### src/rtl/tx_mac_framer_pkg.sv
// Shared constants and types for the transmit MAC framer and its CRC helper.
package tx_mac_framer_pkg;
    localparam int          GMII_DATA_W     = 8;
    localparam logic [7:0]  PREAMBLE_BYTE   = 8'h55;
    localparam logic [7:0]  SFD_BYTE        = 8'hD5;
    localparam int          PREAMBLE_LEN    = 7;
    localparam logic [31:0] CRC32_POLY_REFL = 32'hEDB8_8320;
    localparam logic [31:0] CRC32_INIT      = 32'hFFFF_FFFF;
    localparam logic [31:0] CRC32_RESIDUE   = 32'hDEBB_20E3;

    typedef enum logic [3:0] {
        ST_IDLE,
        ST_PREAMBLE,
        ST_SFD,
        ST_DATA,
        ST_PAD,
        ST_FCS,
        ST_IFG,
        ST_ABORT,
        ST_DRAIN
    } tx_mac_state_t;
endpackage

### src/rtl/tx_mac_framer_if.sv
// Byte-stream handshake feeding the framer: source drives data/valid/last, framer drives ready.
interface tx_mac_framer_if;
    import tx_mac_framer_pkg::*;

    logic [GMII_DATA_W-1:0] tx_data;
    logic                   tx_valid;
    logic                   tx_last;
    logic                   tx_ready;

    modport master (output tx_data, tx_valid, tx_last, input tx_ready);
    modport slave  (input tx_data, tx_valid, tx_last, output tx_ready);
endinterface

### src/rtl/tx_mac_framer_crc32_d8.sv
// Combinational one-byte step of the reflected IEEE 802.3 CRC-32; also used by the RX FCS check.
module crc32_d8
    import tx_mac_framer_pkg::*;
(
    input  logic [31:0] crc,
    input  logic [7:0]  data,
    output logic [31:0] crc_next
);
    logic [31:0] c;

    always_comb begin
        c = crc ^ {24'h0, data};
        for (int i = 0; i < 8; i++)
            c = c[0] ? ((c >> 1) ^ CRC32_POLY_REFL) : (c >> 1);
        crc_next = c;
    end
endmodule

### src/rtl/tx_mac_framer.sv
// GMII transmit framer: preamble/SFD, frame bytes, zero pad, CRC-32 FCS, enforced IFG.
// Every GMII output is registered; a byte accepted in cycle N is on gmii_txd_o in N+1.
module tx_mac_framer
    import tx_mac_framer_pkg::*;
#(
    parameter int MIN_FRAME_BYTES = 60,
    parameter int MAX_FRAME_BYTES = 1514,
    parameter int IFG_BYTES       = 12,
    parameter bit PAD_EN          = 1'b1
) (
    input  logic                   clk,
    input  logic                   rst,
    tx_mac_framer_if.slave         tx,
    output logic [GMII_DATA_W-1:0] gmii_txd_o,
    output logic                   gmii_tx_en_o,
    output logic                   gmii_tx_er_o,
    output logic                   busy_o,
    output logic                   frame_done_o,
    output logic                   underrun_o,
    output logic                   oversize_o
);
    localparam int CNT_W = $clog2(MAX_FRAME_BYTES + 1);
    localparam int IFG_W = $clog2(IFG_BYTES + 1);

    tx_mac_state_t          state;
    logic [CNT_W-1:0]       byte_cnt;
    logic [CNT_W-1:0]       cnt_inc;
    logic [IFG_W-1:0]       ifg_cnt;
    logic [IFG_W-1:0]       ifg_inc;
    logic                   ifg_last;
    logic [2:0]             sub_cnt;    // preamble byte count, then FCS byte index
    logic                   drain_er;   // first DRAIN cycle still owes the tx_er marker
    logic [31:0]            crc;
    logic [31:0]            crc_next;
    logic [31:0]            fcs_word;
    logic [7:0]             fcs_byte;
    logic [GMII_DATA_W-1:0] crc_byte;

    assign tx.tx_ready = (state == ST_SFD) || (state == ST_DATA) || (state == ST_DRAIN);
    assign busy_o      = (state != ST_IDLE);

    assign cnt_inc  = byte_cnt + CNT_W'(1);
    // IFG count saturates so a long drain cannot wrap it
    assign ifg_inc  = (ifg_cnt == IFG_W'(IFG_BYTES)) ? ifg_cnt : ifg_cnt + IFG_W'(1);
    assign ifg_last = (ifg_inc == IFG_W'(IFG_BYTES));
    assign crc_byte = (state == ST_PAD) ? '0 : tx.tx_data;
    assign fcs_word = ~crc;
    assign fcs_byte = fcs_word[{sub_cnt[1:0], 3'b000} +: 8];

    crc32_d8 u_crc (
        .crc      (crc),
        .data     (crc_byte),
        .crc_next (crc_next)
    );

    always_ff @(posedge clk or posedge rst) begin
        if (rst) begin
            state        <= ST_IDLE;
            byte_cnt     <= '0;
            ifg_cnt      <= '0;
            sub_cnt      <= '0;
            drain_er     <= 1'b0;
            crc          <= CRC32_INIT;
            gmii_txd_o   <= '0;
            gmii_tx_en_o <= 1'b0;
            gmii_tx_er_o <= 1'b0;
            frame_done_o <= 1'b0;
            underrun_o   <= 1'b0;
            oversize_o   <= 1'b0;
        end else begin
            gmii_tx_er_o <= 1'b0;
            frame_done_o <= 1'b0;
            underrun_o   <= 1'b0;
            oversize_o   <= 1'b0;
            case (state)
                ST_IDLE: begin
                    gmii_txd_o   <= '0;
                    gmii_tx_en_o <= 1'b0;
                    crc          <= CRC32_INIT;
                    byte_cnt     <= '0;
                    ifg_cnt      <= '0;
                    if (tx.tx_valid) begin
                        gmii_txd_o   <= PREAMBLE_BYTE;
                        gmii_tx_en_o <= 1'b1;
                        sub_cnt      <= 3'd1;
                        state        <= ST_PREAMBLE;
                    end
                end
                ST_PREAMBLE: begin
                    if (sub_cnt == 3'(PREAMBLE_LEN)) begin
                        gmii_txd_o <= SFD_BYTE;
                        state      <= ST_SFD;
                    end else begin
                        gmii_txd_o <= PREAMBLE_BYTE;
                        sub_cnt    <= sub_cnt + 3'd1;
                    end
                end
                // SFD is on the wire here, so the first data byte is taken in this cycle
                ST_SFD, ST_DATA: begin
                    if (tx.tx_valid) begin
                        gmii_txd_o <= tx.tx_data;
                        crc        <= crc_next;
                        byte_cnt   <= cnt_inc;
                        if (tx.tx_last) begin
                            sub_cnt <= '0;
                            state   <= (PAD_EN && (cnt_inc < CNT_W'(MIN_FRAME_BYTES))) ? ST_PAD : ST_FCS;
                        end else if (cnt_inc == CNT_W'(MAX_FRAME_BYTES)) begin
                            drain_er <= 1'b1;
                            state    <= ST_DRAIN;
                        end else begin
                            state <= ST_DATA;
                        end
                    end else begin
                        gmii_txd_o   <= '0;
                        gmii_tx_er_o <= 1'b1;
                        underrun_o   <= 1'b1;
                        state        <= ST_ABORT;
                    end
                end
                ST_PAD: begin
                    gmii_txd_o <= '0;
                    crc        <= crc_next;
                    byte_cnt   <= cnt_inc;
                    if (cnt_inc == CNT_W'(MIN_FRAME_BYTES))
                        state <= ST_FCS;
                end
                ST_FCS: begin
                    gmii_txd_o <= fcs_byte;
                    sub_cnt    <= sub_cnt + 3'd1;
                    if (sub_cnt == 3'd3) begin
                        frame_done_o <= 1'b1;
                        state        <= ST_IFG;
                    end
                end
                ST_ABORT: begin
                    gmii_txd_o   <= '0;
                    gmii_tx_en_o <= 1'b0;
                    ifg_cnt      <= ifg_inc;
                    state        <= ST_IFG;
                end
                // Entered while the final tx_en byte is still on the wire
                ST_IFG: begin
                    gmii_txd_o   <= '0;
                    gmii_tx_en_o <= 1'b0;
                    ifg_cnt      <= ifg_inc;
                    if (ifg_last)
                        state <= ST_IDLE;
                end
                ST_DRAIN: begin
                    gmii_txd_o <= '0;
                    drain_er   <= 1'b0;
                    if (drain_er) begin
                        gmii_tx_er_o <= 1'b1;
                        oversize_o   <= 1'b1;
                    end else begin
                        gmii_tx_en_o <= 1'b0;
                        ifg_cnt      <= ifg_inc;
                    end
                    if (tx.tx_valid && tx.tx_last)
                        state <= ST_IFG;
                end
                default: state <= ST_IDLE;
            endcase
        end
    end
endmodule

### src/flat_wrapper.sv
// flat-port wrapper written by rule: the top's interface ports become plain ports
module tx_mac_framer_flat import tx_mac_framer_pkg::*;
#(
    parameter int MIN_FRAME_BYTES = 60,
    parameter int MAX_FRAME_BYTES = 1514,
    parameter int IFG_BYTES       = 12,
    parameter bit PAD_EN          = 1'b1
)
  (clk, rst, gmii_txd_o, gmii_tx_en_o, gmii_tx_er_o, busy_o, frame_done_o, underrun_o, oversize_o, tx_tx_data, tx_tx_valid, tx_tx_last, tx_tx_ready);
  tx_mac_framer_if tx_i ();
  input  logic clk;
  input  logic rst;
  output logic [GMII_DATA_W-1:0] gmii_txd_o;
  output logic gmii_tx_en_o;
  output logic gmii_tx_er_o;
  output logic busy_o;
  output logic frame_done_o;
  output logic underrun_o;
  output logic oversize_o;
  input wire logic [$bits(tx_i.tx_data)-1:0] tx_tx_data;
  input wire logic [$bits(tx_i.tx_valid)-1:0] tx_tx_valid;
  input wire logic [$bits(tx_i.tx_last)-1:0] tx_tx_last;
  output wire logic [$bits(tx_i.tx_ready)-1:0] tx_tx_ready;
  assign tx_i.tx_data = tx_tx_data;
  assign tx_i.tx_valid = tx_tx_valid;
  assign tx_i.tx_last = tx_tx_last;
  assign tx_tx_ready = tx_i.tx_ready;
  tx_mac_framer #(.MIN_FRAME_BYTES(MIN_FRAME_BYTES), .MAX_FRAME_BYTES(MAX_FRAME_BYTES), .IFG_BYTES(IFG_BYTES), .PAD_EN(PAD_EN)) u_core (.clk(clk), .rst(rst), .tx(tx_i), .gmii_txd_o(gmii_txd_o), .gmii_tx_en_o(gmii_tx_en_o), .gmii_tx_er_o(gmii_tx_er_o), .busy_o(busy_o), .frame_done_o(frame_done_o), .underrun_o(underrun_o), .oversize_o(oversize_o));
endmodule
### config.mk
export PLATFORM = sky130hd
export DESIGN_NAME = tx_mac_framer_flat
export DESIGN_NICKNAME = d
export VERILOG_FILES = /design/src/rtl/tx_mac_framer_pkg.sv /design/src/rtl/tx_mac_framer_if.sv /design/src/rtl/tx_mac_framer_crc32_d8.sv /design/src/rtl/tx_mac_framer.sv /design/src/flat_wrapper.sv
export SDC_FILE = /design/constraint.sdc
export NUM_CORES = 1
export LEC_CHECK = 0
export CAP_MARGIN = 10
export CORE_ASPECT_RATIO = 1.4
export CORE_UTILIZATION = 58
export DETAILED_ROUTE_END_ITERATION = 8
export GPL_ROUTABILITY_DRIVEN = 1
export HOLD_SLACK_MARGIN = 0.05
export MAX_ROUTING_LAYER = met4
export PLACE_DENSITY = 0.75
export SLEW_MARGIN = 15
export SYNTH_ARGS = -nofsm -noshare
export SYNTH_HDL_FRONTEND = slang
export SYNTH_SLANG_ARGS = --single-unit
export TNS_END_PERCENT = 20
### constraint.sdc
create_clock -name clk -period 3.28 [get_ports clk]
set_input_delay 0.656 -clock clk [delete_from_list [all_inputs] [get_ports clk]]
set_output_delay 0.656 -clock clk [all_outputs]
set_load 0.005 [all_outputs]
==> results.yml <==
status:
  status: "finished, final reports clean"
synthesis:
  yosys_warnings: 0
  synth-edff-count: 0
  ys_seq_elements: 68
  synthTopCellsByArea: "dfrtp_1 (20%), dfstp_2 (19%), xnor2_1 (9.4%)"
  synth_cells: 467
  async_reset_ff_share_pct: 100
  post-synth-top-count-cell: "nor2_1"
  syn_avg_cell_area_um2: 9.56
  ys_seq_area_share_pct: 39.0
  syn_nets: 486
  synth_top_cell_area_share_pct: 20.2
  synth.largest_area_cell: "dfrtp_1"
  synthTopCellsByCount: "nor2_1 (55), xnor2_1 (48), nand2_1 (44)"
  ys.flop_type: "dfrtp_1"
  yosys.cell_types.count: 56
  syn_area_mm2: 0.00446
worst_setup_path:
  regToRegStartpoint: "u_core.state[3]"
  crit_start: "u_core.state[1]"
  crit_chain: "or2_2 -> nor2_1 -> nand2_1 -> nand2_1 -> clkdlybuf4s50_1"
  cp_data_required_time_ns: 2.62
  critPathArrivalTime_ns: 2.26
  critPathTopFamily: "simple AND/OR/NAND/NOR gates"
  path_class: "reg2out"
  cpPeakStageDelay_ns: 0.53
  cp-end-kind: "output pin"
  start_kind: "flip-flop"
  critPathBufInv: 1
  cp.depth: 5
  r2r_cells: 6
  timing.critical_path.mode_cell: "nand2_1"
  r2r-end: "u_core.crc[12]"
  cp_slowest_cell: "dfrtp_1"
  cp_max_fo: 11
  r2r_slack_ns: 0.61
timing:
  slew-limit-headroom_pct: 51.0
  finalSetupTns_ns: 0
  worstMarginPinSlew_ns: 0.734
  setup_violations: 0
  holdWs_ns: 0.496
  fmax_ghz: 0.343
  fin_crit_ns: 2.91
  slew_viol_final: 0
  rsz0062_at_grt: "no"
  finalCritPeriodShare_pct: 88.8
  finClkSkew_ns: 0.00943
  hold_viol: 0
pwr:
  p_comb_share_pct: 58.9
  vdd_drop_max_uv: 694
  internal_power_mw: 3.08
  p_clk_share_pct: 14.0
  pwr_density_cell_mw_per_mm2: 1110
  cellLeakagePower_nw: 1.93
  swShare_pct: 44.4
  switchingPower_mw: 2.46
  power_frac_seq_pct: 27.0
cts:
  cts_resized: 0
  cts_htree_levels: 3
  hold_buffers: 0
  postCtsSetupBuffers: 0
  cts_tree: "done"
  clock_sinks: 68
  clock_latency_ns: 0.36
  cts_buffers: 9
  cts.path.max_buffers: 2
  clock-root-buffer: "clkbuf_8"
  path_clk_slew_ns: 0.08
placement:
  place_inst: 575
  portBuffers: 26
  place_area_mm2: 0.00479
  routabilityCongestion: 0.912
  hpwl_um: 7760
detailed_routing:
  wl_um: 10900
  wl_per_cell_um: 18.4
  first_iter_violations: 295
  drc: 0
  vias_per_cell: 6.13
  drt_first_pass_iters: 6
  num_vias: 3621
  antenna_left: 0
floorplanning:
  die_width_um: 76.1
  pin_count: 27
  initial_utilization_pct: 60.3
  rows: 37
  coreArea_mm2: 0.00741
  fp.dieH_um: 106
  die-area_mm2: 0.00805
global_route:
  grt_pass1_wl_um: 17800
  antenna_found_initial: 0
  grt_overflow: 0
  grt.total_usage_pct: 29.8
  grt_pass1_vias: 3533
  grt_max_degree: 36
final_layout:
  n_antenna_cell: 0
  fin_nets: 508
  fin_cells: 591
  final_cell_area_mm2: 0.00501
  area_growth_pct: 12.2
  drive_above_1_share_pct: 16.4
run:
  drv_cap: 0
min_path:
  min_from: "u_core.gmii_tx_en_o"
  whs_endpoint: "u_core.gmii_tx_en_o"
  hold_path.class: "reg2reg"
  hold_depth: 2
## worst max path at each step
stage and endpoint:
6_report tx_tx_ready, 3_3_place_gp u_core.crc[18], 4_1_cts tx_tx_ready, 5_1_grt tx_tx_ready
2_1_floorplan u_core.state[0], 3_5_place_dp u_core.crc[18]
## state kept, by name (all words and copies together), names as in the netlist
register / cells
u_core.frame_done_o: 1
u_core.gmii_txd_o: 8
u_core.gmii_tx_en_o: 1
u_core.byte_cnt: 11
u_core.sub_cnt: 3
u_core.oversize_o: 1
u_core.crc: 32
u_core.underrun_o: 1
u_core.drain_er: 1
u_core.gmii_tx_er_o: 1
u_core.ifg_cnt: 4
u_core.state: 4
## power groups by stage
stage / sequential [mW] / clock [mW] / combinational [mW]
global placement: 1.50 / 0 / 3.15
CTS: 1.49 / 0.786 / 3.25
detailed placement: 1.51 / 0 / 3.21
finish: 1.50 / 0.777 / 3.26
floorplan: 1.34 / 0 / 2.62
global route: 1.53 / 0.819 / 3.53
## stage by stage
step | utilization [%] | setup WS (ns) | power [mW]
5_1_grt | 67.6 | 0.235 | 5.88
6_report | 67.6 | 0.367 | 5.54
3_5_place_dp | 64.7 | 0.541 | 4.72
3_3_place_gp | 64.7 | 0.603 | 4.65
4_1_cts | 67.6 | 0.388 | 5.53
2_1_floorplan | - | 0.916 | 3.96
## routing by layer
layer / share of wire [%] / wire (µm) / track usage (%) / up-vias
met1: 40 / 4370 / 33.6 / 1794
met5: 0 / 0 / - / -
met4: 5.3 / 577 / 18.4 / 0
met3: 4.3 / 473 / 5.11 / 44
li1: - / - / - / 1667
met2: 50 / 5460 / 49.2 / 116
## area by class of cell
cell class | count | area, µm²
Multi-Input combinational cell | 365 | 2560
Fill cell | 609 | 2400
Sequential cell | 68 | 1740
Timing Repair Buffer | 33 | 325
Clock buffer | 11 | 141
Tap cell | 97 | 121
Clock inverter | 5 | 75.1
Inverter | 12 | 45.0
## logic make-up after synthesis
| kind of cell | share of synthesized area (%) |
|---|---|
| muxes | 4.54 |
| xor gates and xnor gates | 19.3 |
| DFF | 39.0 |
| AOI/OAI and AO/OA | 15.8 |
| buffers and inverters | 3.87 |
| adders and majority gates | 1.96 |
| and+or+nand+nor | 15.5 |
## layout by cell type, fill, tap and decap left out, drive strengths merged, types with 3 or more instances in the layout
cell           synthesis  final
nand2                 47     47
o21ai                 29     29
o31ai                  5      5
mux4                   8      8
a21oi                 42     42
a22oi                  4      4
o221ai                 4      4
xor2                  39     39
clkbuf                16     11
nand2b                 3      3
xnor2                 49     49
dfrtp                 36     36
inv                   12     12
buf                    6      7
dfstp                 32     32
or2                    3      3
o22a                   6      6
clkinv                 0      3
nand4                  6      6
nand3                  8      8
and3                   5      5
nor3                   6      6
clkdlybuf4s50          0     26
a31oi                  8      8
nor2                  56     56
a21o                   4      4
ha                     7      7
## worst reg2reg max path, cell delays in order (launching register included)
cell and delay [ns]:
dfrtp_1 0.60, or4b_4 0.77, nand2_1 0.21, xor2_4 0.15, xnor2_1 0.55, xor2_1 0.13, a21oi_1 0.19
Power figures use the tool's default switching activity.
